### src/rtl/vga_pkg.sv
// Shared types and constants for the frame-buffer rectangle fill scheduler.
//   Frame-buffer geometry defaults, bus widths, FSM state encoding, the
//   latched fill-command payload and the clipping helper.
package vga_pkg;

   localparam int unsigned H_RES_DEF = 640;
   localparam int unsigned V_RES_DEF = 480;
   localparam int unsigned ADDR_W    = 19;
   localparam int unsigned COLOUR_W  = 12;
   localparam int unsigned COORD_W   = 10;
   // One extra bit so x+w / y+h never wrap before clipping.
   localparam int unsigned LEN_W     = COORD_W + 1;
   localparam int unsigned ID_W      = 2;

   typedef enum logic [1:0] {
      IDLE  = 2'd0,
      SETUP = 2'd1,
      FILL  = 2'd2,
      DONE  = 2'd3
   } fill_state_t;

   typedef struct packed {
      logic [COORD_W-1:0]  x;
      logic [COORD_W-1:0]  y;
      logic [COORD_W-1:0]  w;
      logic [COORD_W-1:0]  h;
      logic [COLOUR_W-1:0] colour;
   } fill_cmd_t;

   // Exclusive end coordinate of a span, clipped to the visible limit.
   function automatic logic [LEN_W-1:0] clip_end(input logic [COORD_W-1:0] start,
                                                 input logic [COORD_W-1:0] len,
                                                 input logic [LEN_W-1:0]   limit);
      logic [LEN_W-1:0] sum;
      sum = LEN_W'(start) + LEN_W'(len);
      return (sum > limit) ? limit : sum;
   endfunction

endpackage

### src/rtl/rr_arbiter.sv
// Round-robin arbiter for the fill-command requesters.
//   clk, rst_n   : clock, asynchronous active-low reset
//   req          : per-requester valid
//   accept       : the current grant is being taken; advances the pointer
//   grant_c      : one-hot grant (combinational)
//   grant_idx_c  : index of the granted requester (combinational)
//   grant_any_c  : at least one requester is valid (combinational)
module rr_arbiter
   import vga_pkg::*;
#(
   parameter int unsigned N_REQ = 2
) (
   input  logic             clk,
   input  logic             rst_n,
   input  logic [N_REQ-1:0] req,
   input  logic             accept,
   output logic [N_REQ-1:0] grant_c,
   output logic [ID_W-1:0]  grant_idx_c,
   output logic             grant_any_c
);

   logic [ID_W-1:0] last_q;

   // Pick the first valid requester after the last grant, cyclically.
   // Offsets are scanned from farthest to nearest so the nearest one wins.
   always_comb begin
      grant_idx_c = '0;
      grant_any_c = 1'b0;
      grant_c     = '0;
      for (int off = int'(N_REQ); off >= 1; off--) begin
         for (int j = 0; j < int'(N_REQ); j++) begin
            if (req[j] && (j == ((int'(last_q) + off) % int'(N_REQ)))) begin
               grant_idx_c = ID_W'(j);
               grant_any_c = 1'b1;
            end
         end
      end
      for (int j = 0; j < int'(N_REQ); j++) begin
         grant_c[j] = grant_any_c && (grant_idx_c == ID_W'(j));
      end
   end

   // Pointer starts at the last index so requester 0 wins first.
   always_ff @(posedge clk or negedge rst_n) begin
      if (!rst_n) begin
         last_q <= ID_W'(N_REQ - 1);
      end else if (accept) begin
         last_q <= grant_idx_c;
      end
   end

endmodule

### src/rtl/vga_fill_scheduler.sv
// Rectangle-fill scheduler for the display RAM write port.
//   Arbitrates between N_REQ drawing clients, then streams one pixel per
//   enabled cycle of the granted rectangle (clipped to the visible area)
//   into the frame buffer at addr = y*H_RES + x.
//   clk, rst_n        : pixel clock, asynchronous active-low reset
//   blank             : VGA timing outside the visible area
//   abort             : ends the current fill early
//   req_valid/ready   : per-requester handshake (ready one-hot, IDLE only)
//   req_x/y/w/h       : packed 10-bit rectangle fields, requester i at [10i+:10]
//   req_colour        : packed 12-bit RGB fill colour, requester i at [12i+:12]
//   ram_we/addr/din   : registered display RAM write port
//   busy              : command in flight (SETUP/FILL/DONE)
//   done/done_id/done_abort : completion pulse with requester index and abort flag
module vga_fill_scheduler
   import vga_pkg::*;
#(
   parameter int unsigned N_REQ      = 2,
   parameter int unsigned H_RES      = H_RES_DEF,
   parameter int unsigned V_RES      = V_RES_DEF,
   parameter bit          GATE_BLANK = 1'b1
) (
   input  logic                        clk,
   input  logic                        rst_n,
   input  logic                        blank,
   input  logic                        abort,
   input  logic [N_REQ-1:0]            req_valid,
   output logic [N_REQ-1:0]            req_ready,
   input  logic [COORD_W*N_REQ-1:0]    req_x,
   input  logic [COORD_W*N_REQ-1:0]    req_y,
   input  logic [COORD_W*N_REQ-1:0]    req_w,
   input  logic [COORD_W*N_REQ-1:0]    req_h,
   input  logic [COLOUR_W*N_REQ-1:0]   req_colour,
   output logic                        ram_we,
   output logic [ADDR_W-1:0]           ram_addr,
   output logic [COLOUR_W-1:0]         ram_din,
   output logic                        busy,
   output logic                        done,
   output logic [ID_W-1:0]             done_id,
   output logic                        done_abort
);

   logic [N_REQ-1:0]   grant_c;
   logic [ID_W-1:0]    grant_idx_c;
   logic               grant_any_c;
   logic               accept_c;

   fill_state_t        state;
   fill_cmd_t          sel_cmd_c;
   fill_cmd_t          cmd;
   logic [ID_W-1:0]    cmd_id;
   logic               abort_q;
   logic [LEN_W-1:0]   x_end;
   logic [LEN_W-1:0]   y_end;
   logic [COORD_W-1:0] cur_x;
   logic [COORD_W-1:0] cur_y;
   logic [ADDR_W-1:0]  row_base;

   logic               pe_c;
   logic               last_col_c;
   logic               last_row_c;
   logic               empty_c;

   rr_arbiter #(
      .N_REQ (N_REQ)
   ) u_arb (
      .clk         (clk),
      .rst_n       (rst_n),
      .req         (req_valid),
      .accept      (accept_c),
      .grant_c     (grant_c),
      .grant_idx_c (grant_idx_c),
      .grant_any_c (grant_any_c)
   );

   // A grant is only offered while idle; ready implies valid, so offer == transfer.
   assign accept_c  = (state == IDLE) && grant_any_c;
   assign req_ready = (state == IDLE) ? grant_c : '0;

   // Unpack the granted requester's command fields.
   always_comb begin
      sel_cmd_c = '0;
      for (int i = 0; i < int'(N_REQ); i++) begin
         if (grant_idx_c == ID_W'(i)) begin
            sel_cmd_c.x      = req_x[COORD_W*i +: COORD_W];
            sel_cmd_c.y      = req_y[COORD_W*i +: COORD_W];
            sel_cmd_c.w      = req_w[COORD_W*i +: COORD_W];
            sel_cmd_c.h      = req_h[COORD_W*i +: COORD_W];
            sel_cmd_c.colour = req_colour[COLOUR_W*i +: COLOUR_W];
         end
      end
   end

   // Pixel enable: with gating, write only while scan-out is in blanking.
   assign pe_c = (GATE_BLANK == 1'b0) || blank;

   // Nothing visible to draw: zero-sized or starting off-screen.
   assign empty_c = (cmd.w == '0) || (cmd.h == '0) ||
                    (LEN_W'(cmd.x) >= LEN_W'(H_RES)) ||
                    (LEN_W'(cmd.y) >= LEN_W'(V_RES));

   assign last_col_c = (LEN_W'(cur_x) == (x_end - LEN_W'(1)));
   assign last_row_c = (LEN_W'(cur_y) == (y_end - LEN_W'(1)));

   // Command FSM with clipping and address generation.
   always_ff @(posedge clk or negedge rst_n) begin
      if (!rst_n) begin
         state      <= IDLE;
         cmd        <= '0;
         cmd_id     <= '0;
         abort_q    <= 1'b0;
         x_end      <= '0;
         y_end      <= '0;
         cur_x      <= '0;
         cur_y      <= '0;
         row_base   <= '0;
         ram_we     <= 1'b0;
         ram_addr   <= '0;
         ram_din    <= '0;
         busy       <= 1'b0;
         done       <= 1'b0;
         done_id    <= '0;
         done_abort <= 1'b0;
      end else begin
         ram_we <= 1'b0;
         done   <= 1'b0;
         case (state)
            IDLE: begin
               if (accept_c) begin
                  cmd     <= sel_cmd_c;
                  cmd_id  <= grant_idx_c;
                  abort_q <= 1'b0;
                  busy    <= 1'b1;
                  state   <= SETUP;
               end
            end

            SETUP: begin
               x_end    <= clip_end(cmd.x, cmd.w, LEN_W'(H_RES));
               y_end    <= clip_end(cmd.y, cmd.h, LEN_W'(V_RES));
               cur_x    <= cmd.x;
               cur_y    <= cmd.y;
               // Constant-coefficient multiply; only used when y is on-screen.
               row_base <= ADDR_W'(cmd.y) * ADDR_W'(H_RES);
               if (abort) begin
                  abort_q <= 1'b1;
                  state   <= DONE;
               end else if (empty_c) begin
                  state <= DONE;
               end else begin
                  state <= FILL;
               end
            end

            FILL: begin
               if (abort) begin
                  abort_q <= 1'b1;
                  state   <= DONE;
               end else if (pe_c) begin
                  ram_we   <= 1'b1;
                  ram_addr <= row_base + ADDR_W'(cur_x);
                  ram_din  <= cmd.colour;
                  if (last_col_c) begin
                     if (last_row_c) begin
                        state <= DONE;
                     end else begin
                        cur_x    <= cmd.x;
                        cur_y    <= cur_y + COORD_W'(1);
                        row_base <= row_base + ADDR_W'(H_RES);
                     end
                  end else begin
                     cur_x <= cur_x + COORD_W'(1);
                  end
               end
            end

            DONE: begin
               done       <= 1'b1;
               done_id    <= cmd_id;
               done_abort <= abort_q;
               busy       <= 1'b0;
               state      <= IDLE;
            end

            default: begin
               state <= IDLE;
            end
         endcase
      end
   end

endmodule
### config.mk
export PLATFORM = sky130hd
export DESIGN_NAME = vga_fill_scheduler
export DESIGN_NICKNAME = d
export VERILOG_FILES = /design/src/rtl/vga_pkg.sv /design/src/rtl/rr_arbiter.sv /design/src/rtl/vga_fill_scheduler.sv
export SDC_FILE = /design/constraint.sdc
export NUM_CORES = 1
export LEC_CHECK = 0
export BUFFER_PORTS_ARGS = -buffer_cell sky130_fd_sc_hd__buf_2
export CAP_MARGIN = 5
export CORE_UTILIZATION = 38
export CTS_CLUSTER_SIZE = 8
export DETAILED_ROUTE_END_ITERATION = 8
export HOLD_SLACK_MARGIN = 0.03
export PLACE_DENSITY_LB_ADDON = 0.1
export SYNTH_ARGS = -nofsm -noshare
export SYNTH_HDL_FRONTEND = slang
export SYNTH_HIERARCHICAL = 1
export SYNTH_SLANG_ARGS = --single-unit
### constraint.sdc
create_clock -name clk -period 4.25 [get_ports clk]
set_clock_uncertainty 0.15 [all_clocks]
set_input_delay 1.0625 -clock clk [delete_from_list [all_inputs] [get_ports clk]]
set_output_delay 1.0625 -clock clk [all_outputs]
set_load 0.01 [all_outputs]
==> metrics.md <==
| Metric | Value |
|---|---|
| Avg Cell Area, Syn | about 9.6 sq um |
| Ports | 149 |
| First-pass DRT Iterations | 6 |
| CP Depth | 9 |
| Num CTS Buffers | 17 |
| Critical path launch point | x_end[0] |
| TNS Setup | 0 ns |
| Initial antenna violation count | 0 |
| Final-report hold violation count | 0 |
| Worst R2R Path Depth | 9 |
| Synth area leaders | dfrtp_1, ha_1, mux2i_1, o21ai_0, nand2_1 |
| Residual DRC | 0 |
| Clock root cell | clkbuf_16 |
| Via density | between 5 and 6 |
| Top FF cell, synth | dfrtp_1 |
| Post-Syn Area | between 9000 and 10,000 sq um |
| Post-CTS setup buffers | 0 |
| Reg-to-reg setup timing slack | around 0.53 ns |
| Hold Buf Count CTS | 0 |
| Number of synthesized flops with an enable pin | 0 |
| H-tree depth | 4 |
| Final Critical Period | between 3 and 4 ns |
| Layout Nets | approximately 1.3k |
| Slowest CP cell | o31ai_4 |
| Sink Count | 149 |
| Initial Util | between 30% and 40% |
| Die X | about 160 um |
| Fraction of layout cells with a size suffix above 1 | a little under a quarter |
| Max Fclk | 0.2688 GHz |
| WL/cell | 16.73 um |
| Reg2reg start | x_end[0] |
| Via Count | 7,632 |
| Filler Cells Inserted | 2,443 |
| Hold Path Class | reg -> reg |
| Worst skew pair latency | approximately 0.43 ns |
| Reg clk slew, reported paths | 0.07 ns |
| CP Capture Type | flop |
| Asr flop ratio synth | 100.0% |
| Hold Path Origin | ram_addr[14] |
| Netlist cell types | 82 |
| Part of the cycle the worst path needs | between 80 and 90% |
| Input/output buffers | roughly 150 |
| DR iter-0 viols | 474 |
| Die Area | between 20,000 and 30,000 sq um |
| Resize count post-CTS | 0 |
| Status | completed |
| WS Path Type | reg -> reg |
| Routability cong. | ~0.86 |
| Slowest stage delay, CP | between 0.5 and 0.6 ns |
| CP Cell Sequence | inv_1 > ha_1 > or4b_4 > nor2_1 > or4b_1 > a22oi_2 > nand4_4 > o31ai_4 > mux2_2 |
| Sequential area share after synthesis | roughly two fifths |
| Total gr overflow | 0 |
| Uppermost layer routed | met4 |
| First-pass GRT wire length | ~41,000 um |
| Final Cell Area | ~11,000 sq um |
| # diodes | 0 |
| Synth area leader | dfrtp_1 |
| Met3 WL | ~1000 um |
| WL final | about 24,000 um |
| Post-synth top area share | 39.63% |
| Dpl cell area | around 10,000 sq um |
| Pwr dens | between 800 and 900 nW/um^2 |
| Post-route ant nets | 0 |
| Setup violators final | 0 |
| Slew @ Worst Pin | between 0.8 and 0.9 ns |
| Die height | about 160 um |
| Slew HR | 45.17% |
| Core Region | 24,250 sq um |
| Worst setup endpoint | cur_y[0] |
| HPWL after DPL | about 18,000 um |
| Worst path buffer plus inverter count | 1 |
| Synthesized flop and latch total | 149 |
| Max-cap violation count | 0 |
| Vias in the first global route | between 7k and 8k |
| Mapped Cells | 975 |
| Crit path max-delay family | simple AND/OR/NAND/NOR gates |
| Pin count of the biggest net entering global routing | 86 |
| Max Transition Viols Final | 0 |
| Synth Net Count | 1,136 |
| Leakage power | between 5 and 6 nW |
| Yosys warns | 6 |
| Wl on met1 | 12,360 um |
| Largest fanout on the critical path | 18 |
| Unrepaired setup endpoints after global routing | no |
| Peak VDD IR | 0.3002 mV |
| Arr. time, crit path | between 3 and 4 ns |
| Area Growth Syn to Fin | 18.31% |
| Required @ worst endpoint | ~4.4 ns |
| Critical Path Start Type | flop |
| Met2 WL | around 11,000 um |
| CTS tree | yes |
| Row count | 57 |
| RR Endpoint | cur_y[0] |
| GRT Util Overall | around a fifth |
| Worst-case clock buffer depth | 2 |
worst reg2reg max path: cells and delay by family (launching register included):
| family | cells | cell delay (ns) |
|---|---|---|
| AND/OR/NAND/NOR | 4 | 1.45 |
| AO/OA/AOI/OAI | 2 | 0.83 |
| flip-flops | 1 | 0.42 |
| multiplexers | 1 | 0.39 |
| adder cells (fa/ha/maj) | 1 | 0.25 |
| buffers and inverters | 1 | 0.11 |
per-layer routing:
layer	vias to the layer above	track usage, %
li1	3832	-
met1	3592	29.85
met2	193	30.02
met3	15	3.657
met4	0	5.560
met5	-	0
cell usage after synthesis, types with 4 or more instances:
master    count
a211o_1       5
a211oi_1      4
a21o_1        7
a21oi_1      44
a221o_1       4
a22o_1        5
a31oi_1       8
and2_1        4
and3_1        7
buf_1         7
clkbuf_1     29
dfrtp_1     148
ha_1         48
inv_1        37
mux2_2       29
mux2i_1      57
nand2_1     105
nand2b_1      8
nand3_1      20
nand4_1       6
nor2_1       44
nor2b_1      12
nor3_1       22
nor3b_1       9
nor4_1       15
o211ai_1      4
o21ai_0     100
o22a_1        6
o22ai_1      20
o31ai_1      13
o41ai_1       4
or2_2         7
xnor2_1      35
xor2_1       21
worst min-delay path by stage:
stage / end / slack, ns / cells after the start
global placement: ram_addr[14] / 0.31 / 2
finish: ram_addr[14] / 0.32 / 2
detailed placement: ram_addr[13] / 0.32 / 2
global route: ram_addr[16] / 0.34 / 2
CTS: ram_addr[13] / 0.33 / 2
floorplan: cmd[11] / 0.29 / 2
stage by stage:
stage	total power, mW	utilization, %	instances	hold slack [ns]	worst slack (ns)
after CTS	9.008	45.60	1450	0.3304	0.5491
after global placement	7.333	43.10	1418	0.3066	0.6405
final	8.913	45.60	1450	0.3219	0.5299
after global routing	9.719	45.60	1450	0.3437	0.3075
after detailed placement	7.352	43.10	1418	0.3151	0.5722
after floorplan	6.019	-	975	0.2944	0.9258
logic make-up after synthesis:
| family | Yosys count | synth area share, % |
|---|---|---|
| buffers and inverters | 82 | 3.654 |
| AO/OA/AOI/OAI | 259 | 17.79 |
| XOR/XNOR | 56 | 5.248 |
| adder cells (fa/ha/maj) | 52 | 7.175 |
| flip-flops | 149 | 39.91 |
| multiplexers | 88 | 9.920 |
| other | 1 | 0.04012 |
| AND/OR/NAND/NOR | 288 | 16.27 |
registers in the layout, indices dropped and copies added, names as in the netlist:
signal,cells
busy,1
state,2
cur_x,10
ram_din,12
y_end,11
done,1
cur_y,10
abort_q,1
x_end,11
done_id,2
ram_addr,19
row_base,12
cmd,52
done_abort,1
ram_we,1
cmd_id,2
u_arb/last_q,1
area by class of cell:
type                       instances  area, sq um  area share, %
clock buffer                      17        425.4          3.847
clock inverter                    15        182.7          1.652
inverter                          38        142.6          1.290
multi-input combinational        744         5288          47.82
sequential                       149         3730          33.73
tap                              324        405.4          3.666
timing repair buffer             163        884.6          8.000
cell usage in the layout, fill, tap and decap left out, types with 21 or more instances in the layout:
cell type	n
xnor2_1	35
dfrtp_1	148
inv_1	37
nand2_1	103
o21ai_0	100
buf_2	147
ha_1	48
nor3_1	22
mux2_2	29
mux2i_1	57
xor2_1	21
nor2_1	44
a21oi_1	44
power breakdown:
part           leakage, nW  switching (mW)  internal [mW]  total (mW)
Sequential            1.90           0.764           2.08        2.85
Combinational         2.94            2.51           1.96        4.48
Clock                0.303           0.694          0.897        1.59
(Power assumes the default switching activity.)
